==> src/rtl/msg_deframer_pkg.sv <==
// Shared types and default sizes for the length-prefixed byte-stream deframer.
package msg_deframer_pkg;

  localparam int DATA_W_DEF  = 8;
  localparam int LEN_W_DEF   = 16;
  localparam int MAX_LEN_DEF = 1500;

  typedef enum logic [1:0] {
    HDR_HI,
    HDR_LO,
    PAYLOAD,
    DROP
  } state_t;

endpackage

==> src/rtl/msg_deframer_skid.sv <==
// Two-entry register buffer between the deframer FSM and the AXI-stream master.
// s_ready depends only on the fill count, never on m_ready.
module axis_skid_buf
  import msg_deframer_pkg::*;
#(
  parameter int W = 9
) (
  input  logic         clk,
  input  logic         rst,
  input  logic         s_valid,
  output logic         s_ready,
  input  logic [W-1:0] s_data,
  output logic         m_valid,
  input  logic         m_ready,
  output logic [W-1:0] m_data,
  output logic [1:0]   count
);

  // Handshake: a beat moves on a side when its valid and ready are both high
  // at the rising edge; valid/data hold until that happens.
  logic [W-1:0] mem [2];
  logic         rd_ptr;
  logic         wr_ptr;
  logic [1:0]   cnt;
  logic         push;
  logic         pop;

  assign s_ready = (cnt != 2'd2);
  assign m_valid = (cnt != 2'd0);
  assign m_data  = mem[rd_ptr];
  assign count   = cnt;
  assign push    = s_valid && s_ready;
  assign pop     = m_valid && m_ready;

  always_ff @(posedge clk or posedge rst) begin
    if (rst) begin
      mem[0] <= '0;
      mem[1] <= '0;
      rd_ptr <= 1'b0;
      wr_ptr <= 1'b0;
      cnt    <= 2'd0;
    end else begin
      if (push) begin
        mem[wr_ptr] <= s_data;
        wr_ptr      <= ~wr_ptr;
      end
      if (pop) begin
        rd_ptr <= ~rd_ptr;
      end
      case ({push, pop})
        2'b10:   cnt <= cnt + 2'd1;
        2'b01:   cnt <= cnt - 2'd1;
        default: cnt <= cnt;
      endcase
    end
  end

endmodule

==> src/rtl/msg_deframer.sv <==
// Strips a 2-byte big-endian length header and forwards the payload as an
// AXI-stream with tlast; pulses cnt_clear so the downstream counter restarts.
module msg_deframer
  import msg_deframer_pkg::*;
#(
  parameter int DATA_W  = DATA_W_DEF,
  parameter int LEN_W   = LEN_W_DEF,
  parameter int MAX_LEN = MAX_LEN_DEF
) (
  input  logic              clk,
  input  logic              rst,
  input  logic              s_tvalid,
  output logic              s_tready,
  input  logic [DATA_W-1:0] s_tdata,
  output logic              m_tvalid,
  input  logic              m_tready,
  output logic [DATA_W-1:0] m_tdata,
  output logic              m_tlast,
  output logic [LEN_W-1:0]  m_tlen,
  output logic              cnt_clear,
  output logic              len_err,
  output logic              zero_len
);

  // Handshake: s_* and m_* beats transfer on a rising edge where valid and
  // ready are both high; the master side holds valid/data/last until taken.
  state_t              state;
  state_t              state_nxt;
  logic [DATA_W-1:0]   len_hi;
  logic [LEN_W-1:0]    remain;
  logic [LEN_W-1:0]    hdr_len;
  logic [LEN_W-1:0]    pend_len;
  logic                pend_vld;

  logic                ready_c;
  logic                push;
  logic                hdr_zero;
  logic                hdr_big;
  logic                hdr_ok;
  logic                hi_take;
  logic                defer;
  logic                tlast_pop;

  logic                buf_ready;
  logic [1:0]          buf_cnt;
  logic [DATA_W:0]     buf_out;

  assign hdr_len   = LEN_W'({len_hi, s_tdata});
  assign hi_take   = (state == HDR_HI) && s_tvalid && ready_c;
  assign tlast_pop = m_tvalid && m_tready && m_tlast;
  // Bytes of the previous message still buffered (and not leaving this cycle)
  // mean the new length must wait until that message's last byte is taken.
  assign defer     = (buf_cnt == 2'd2) || ((buf_cnt == 2'd1) && !(m_tvalid && m_tready));
  assign s_tready  = ready_c && !rst;
  assign m_tdata   = buf_out[DATA_W-1:0];
  assign m_tlast   = buf_out[DATA_W];

  always_comb begin
    state_nxt = state;
    ready_c   = 1'b0;
    push      = 1'b0;
    hdr_zero  = 1'b0;
    hdr_big   = 1'b0;
    hdr_ok    = 1'b0;
    case (state)
      HDR_HI: begin
        // Only one deferred header can be parked; hold off the next one.
        ready_c = !pend_vld;
        if (s_tvalid && ready_c) state_nxt = HDR_LO;
      end
      HDR_LO: begin
        ready_c = 1'b1;
        if (s_tvalid) begin
          if (hdr_len == '0) begin
            hdr_zero  = 1'b1;
            state_nxt = HDR_HI;
          end else if (hdr_len > LEN_W'(MAX_LEN)) begin
            hdr_big   = 1'b1;
            state_nxt = DROP;
          end else begin
            hdr_ok    = 1'b1;
            state_nxt = PAYLOAD;
          end
        end
      end
      PAYLOAD: begin
        ready_c = buf_ready;
        if (s_tvalid && buf_ready) begin
          push = 1'b1;
          if (remain == LEN_W'(1)) state_nxt = HDR_HI;
        end
      end
      DROP: begin
        ready_c = 1'b1;
        if (s_tvalid && (remain == LEN_W'(1))) state_nxt = HDR_HI;
      end
      default: state_nxt = HDR_HI;
    endcase
  end

  always_ff @(posedge clk or posedge rst) begin
    if (rst) begin
      state     <= HDR_HI;
      len_hi    <= '0;
      remain    <= '0;
      m_tlen    <= '0;
      pend_len  <= '0;
      pend_vld  <= 1'b0;
      cnt_clear <= 1'b0;
      len_err   <= 1'b0;
      zero_len  <= 1'b0;
    end else begin
      state     <= state_nxt;
      cnt_clear <= 1'b0;
      len_err   <= hdr_big;
      zero_len  <= hdr_zero;
      if (hi_take) len_hi <= s_tdata;
      if (hdr_big || hdr_ok) begin
        remain <= hdr_len;
      end else if (push || ((state == DROP) && s_tvalid)) begin
        remain <= remain - LEN_W'(1);
      end
      if (hdr_ok) begin
        if (defer) begin
          pend_vld <= 1'b1;
          pend_len <= hdr_len;
        end else begin
          m_tlen    <= hdr_len;
          cnt_clear <= 1'b1;
        end
      end else if (pend_vld && tlast_pop) begin
        m_tlen    <= pend_len;
        cnt_clear <= 1'b1;
        pend_vld  <= 1'b0;
      end
    end
  end

  axis_skid_buf #(.W(DATA_W + 1)) u_skid (
    .clk     (clk),
    .rst     (rst),
    .s_valid (push),
    .s_ready (buf_ready),
    .s_data  ({remain == LEN_W'(1), s_tdata}),
    .m_valid (m_tvalid),
    .m_ready (m_tready),
    .m_data  (buf_out),
    .count   (buf_cnt)
  );

endmodule
==> config.mk <==
export PLATFORM = sky130hd
export DESIGN_NAME = msg_deframer
export DESIGN_NICKNAME = d
export VERILOG_FILES = /design/src/rtl/msg_deframer_pkg.sv /design/src/rtl/msg_deframer_skid.sv /design/src/rtl/msg_deframer.sv
export SDC_FILE = /design/constraint.sdc
export NUM_CORES = 1
export LEC_CHECK = 0
export BUFFER_PORTS_ARGS = -buffer_cell sky130_fd_sc_hd__buf_2
export CAP_MARGIN = 10
export CORE_ASPECT_RATIO = 1.2
export CORE_MARGIN = 2
export CORE_UTILIZATION = 45
export DETAILED_ROUTE_END_ITERATION = 12
export MAX_ROUTING_LAYER = met4
export PLACE_DENSITY = 0.66
export SYNTH_ARGS = -nofsm -noshare
export SYNTH_HDL_FRONTEND = slang
export SYNTH_HIERARCHICAL = 1
export SYNTH_SLANG_ARGS = --single-unit
==> constraint.sdc <==
create_clock -name clk -period 7.5 [get_ports clk]
set_clock_uncertainty 0.1 [all_clocks]
set_input_delay 1.875 -clock clk [delete_from_list [all_inputs] [get_ports clk]]
set_output_delay 1.875 -clock clk [all_outputs]
set_load 0.05 [all_outputs]
==> metrics.csv <==
stage,metric,value,unit
clocking,CTS Buf Count,9,
synth,Post-synth EDFFs,0,
clocking,clock sink total,84,
timing,post-route setup slack,3.08,ns
die,starting density of the core,45.8,%
global_route,GR peak layer,met2,
global_route,GRT met2 Usage,31.8,%
timing,Tmin final,4.42,ns
timing,crit share post-route,58.9,%
synth,ys flop type,dfrtp_1,
synth,Syn Nets,369,
global_route,GRT overflow,0,
clocking,CTS Buffer Depth,2,
timing,RSZ-0062 raised after global routing,no,
power_and_ir_drop,PD cells,420,nW/um2
place,placed inst area,4380,um2
layout,Finished Cell Area,4600,um2
setup_path,WS Path Type,primary input to output port,
die,die height,108,um
clocking,H-Tree Depth,3,
place,dpl ws,3.09,ns
timing,Slew headroom,43.8,%
synth,syn avg cell area,11.6,um2
drt,Initial DRT Pass Iterations,4,
clocking,setup repair bufs after CTS,0,
layout,Post-layout nets,406,
timing,endpoints failing setup,0,
layout,"commonest non-fill, non-tap cells in the layout","dfrtp_1 (84), buf_2 (41), mux2_2 (36)",
timing,fmax,226,MHz
timing,setup TNS,0,ns
drt,post-route ant nets,0,
clocking,TritonCTS clock tree,yes,
layout,ANT cells,0,
timing,"Hold Violations, Final",0,
layout,most common library cell in the layout ignoring fill and taps,dfrtp_1,
global_route,vias in the first global route,2992,
layout,Area Growth Syn to Fin,12.4,%
timing,pin slew with the least headroom to its limit,0.843,ns
drt,final WL,9050,um
clocking,Clock Pin Slew Worst Setup and Hold Paths,0.08,ns
setup_path,critical path endpoint category,output port,
layout,layout cells sized above 1,31.3,%
drt,drt wl/cell,17.5,um
setup_path,CP max FO,2,
synth,"Cell Area, Synth",4090,um2
drt,routed vias,2897,
global_route,first-pass GRT wire length,15400,um
die,full die area,9870,um2
setup_path,"Req. time, crit path",5.53,ns
die,Die X,91.0,um
drt,drt drc,0,
layout,post-layout util,51.4,%
die,Ports,42,
run_status,outcome,finished clean,
hold_path,Hold Crit Class,flip-flop to flip-flop,
die,placement row count,38,
clocking,post-cts resize count,0,
global_route,largest net degree at the start of global routing,63,
place,routability cong.,0.854,
clocking,root buffer cell,clkbuf_8,
run,total of max-cap violations,0,
synth,Cells after Synth,354,
drt,First DRT Iteration DRCs,173,
setup_path,Critical Path Source Type,primary input,
timing,Min Hold Slack,0.391,ns
global_route,initial antenna violation count,0,
synth,ys async rst share,100,%
global_route,met1 usage,26.2,%
timing,"Slew Viols, Final",0,
clocking,CTS Hold Bufs,0,
clocking,"Clk Latency, worst-skew pair",0.37,ns
synth,Seq cells post-synth,84,
synth,"Seq/Total Area, Yosys",51.4,%
die,core region area,8940,um2
drt,vias per cell,5.61,
place,post-DP HPWL,6150,um
global_route,met3 global-route usage,4.11,%
global_route,Total GRT Usage,20.6,%
power_and_ir_drop,VDD IR max,0.000254,V
power_and_ir_drop,Leak,2.11,nW
synth,Synth cell types,47,
setup_path,Critical Path AT,2.44,ns
synth,Ys Warns,6,
place,IO buf count,41,
final cells by class:
class                   instances  area [um2]
well taps                     120         150
repair buffers                 46         243
clock buffers                  12         145
clock inverters                 4        72.6
fillers                       839        4340
multi-input cells             227        1800
inverters                      23        86.3
flip-flops and latches         84        2100
logic make-up (layout without fill, tap and decap cells):
| kind of cell | after synthesis | after routing | share of synthesized area [%] |
|---|---|---|---|
| buffers and inverters | 43 | 85 | 4.99 |
| adder cells (fa/ha/maj) | 3 | 3 | 0.918 |
| XOR/XNOR | 18 | 18 | 3.85 |
| multiplexers | 49 | 49 | 14.7 |
| AND/OR/NAND/NOR | 80 | 80 | 11.2 |
| AO/OA/AOI/OAI | 77 | 77 | 12.9 |
| flip-flops | 84 | 84 | 51.4 |
metrics by stage:
stage,total power (W),std cells
after floorplan,0.00140,354
after detailed placement,0.00158,500
after global placement,0.00156,500
after global routing,0.00204,516
after CTS,0.00194,516
final,0.00193,516
metal layers:
metal  up-vias  wire length (um)
met5         -                 0
met4         0               205
met3        17               351
met2        64              4420
met1      1467              4070
li1       1349                 -
state kept, by name, indices dropped and copies added, names as in the netlist, 2 cells and up:
| name | cells |
|---|---|
| pend_len | 16 |
| len_hi | 8 |
| m_tlen | 16 |
| u_skid/mem | 18 |
| state | 2 |
| remain | 16 |
| u_skid/count | 2 |
worst max-delay path: stages:
cell and delay, ns:
buf_2 0.11, inv_2 0.08, o21a_1 0.12, buf_2 0.25
cells in the mapped netlist (all sizes together), types with 3 or more instances:
| master | number | area (um2) |
|---|---|---|
| a211oi | 11 | 82.6 |
| a21oi | 3 | 15.0 |
| a221oi | 11 | 96.3 |
| a31oi | 18 | 113 |
| and2 | 7 | 43.8 |
| and3 | 6 | 42.5 |
| and4 | 3 | 28.8 |
| buf | 8 | 72.6 |
| clkbuf | 12 | 45.0 |
| dfrtp | 84 | 2100 |
| ha | 3 | 37.5 |
| inv | 23 | 86.3 |
| mux2 | 49 | 601 |
| nand2 | 19 | 71.3 |
| nand2b | 3 | 26.3 |
| nand3 | 3 | 15.0 |
| nor2 | 16 | 67.6 |
| nor3 | 9 | 45.0 |
| nor4 | 4 | 40.0 |
| o211ai | 3 | 22.5 |
| o21ai | 20 | 108 |
| xnor2 | 15 | 131 |
| xor2 | 3 | 26.3 |
power breakdown:
group / leakage (nW) / internal (W) / switching [W]
sequential: 1.05 / 0.000616 / 0.000130
clock: 0.107 / 0.000196 / 0.000159
combinational: 0.960 / 0.000306 / 0.000524
final timing paths:
check,start,endpoint,slack [ns],cells after the start
min in group asynchronous,rst,u_skid/mem[13],1.59,2
max reg2reg,len_hi[4],m_tlen[1],4.66,6
min,pend_len[15],pend_len[15],0.39,1
min reg2reg,pend_len[15],pend_len[15],0.39,1
max in group asynchronous,rst,remain[5],5.07,3
max,rst,s_tready,3.08,4
Power figures use the tool's default switching activity.
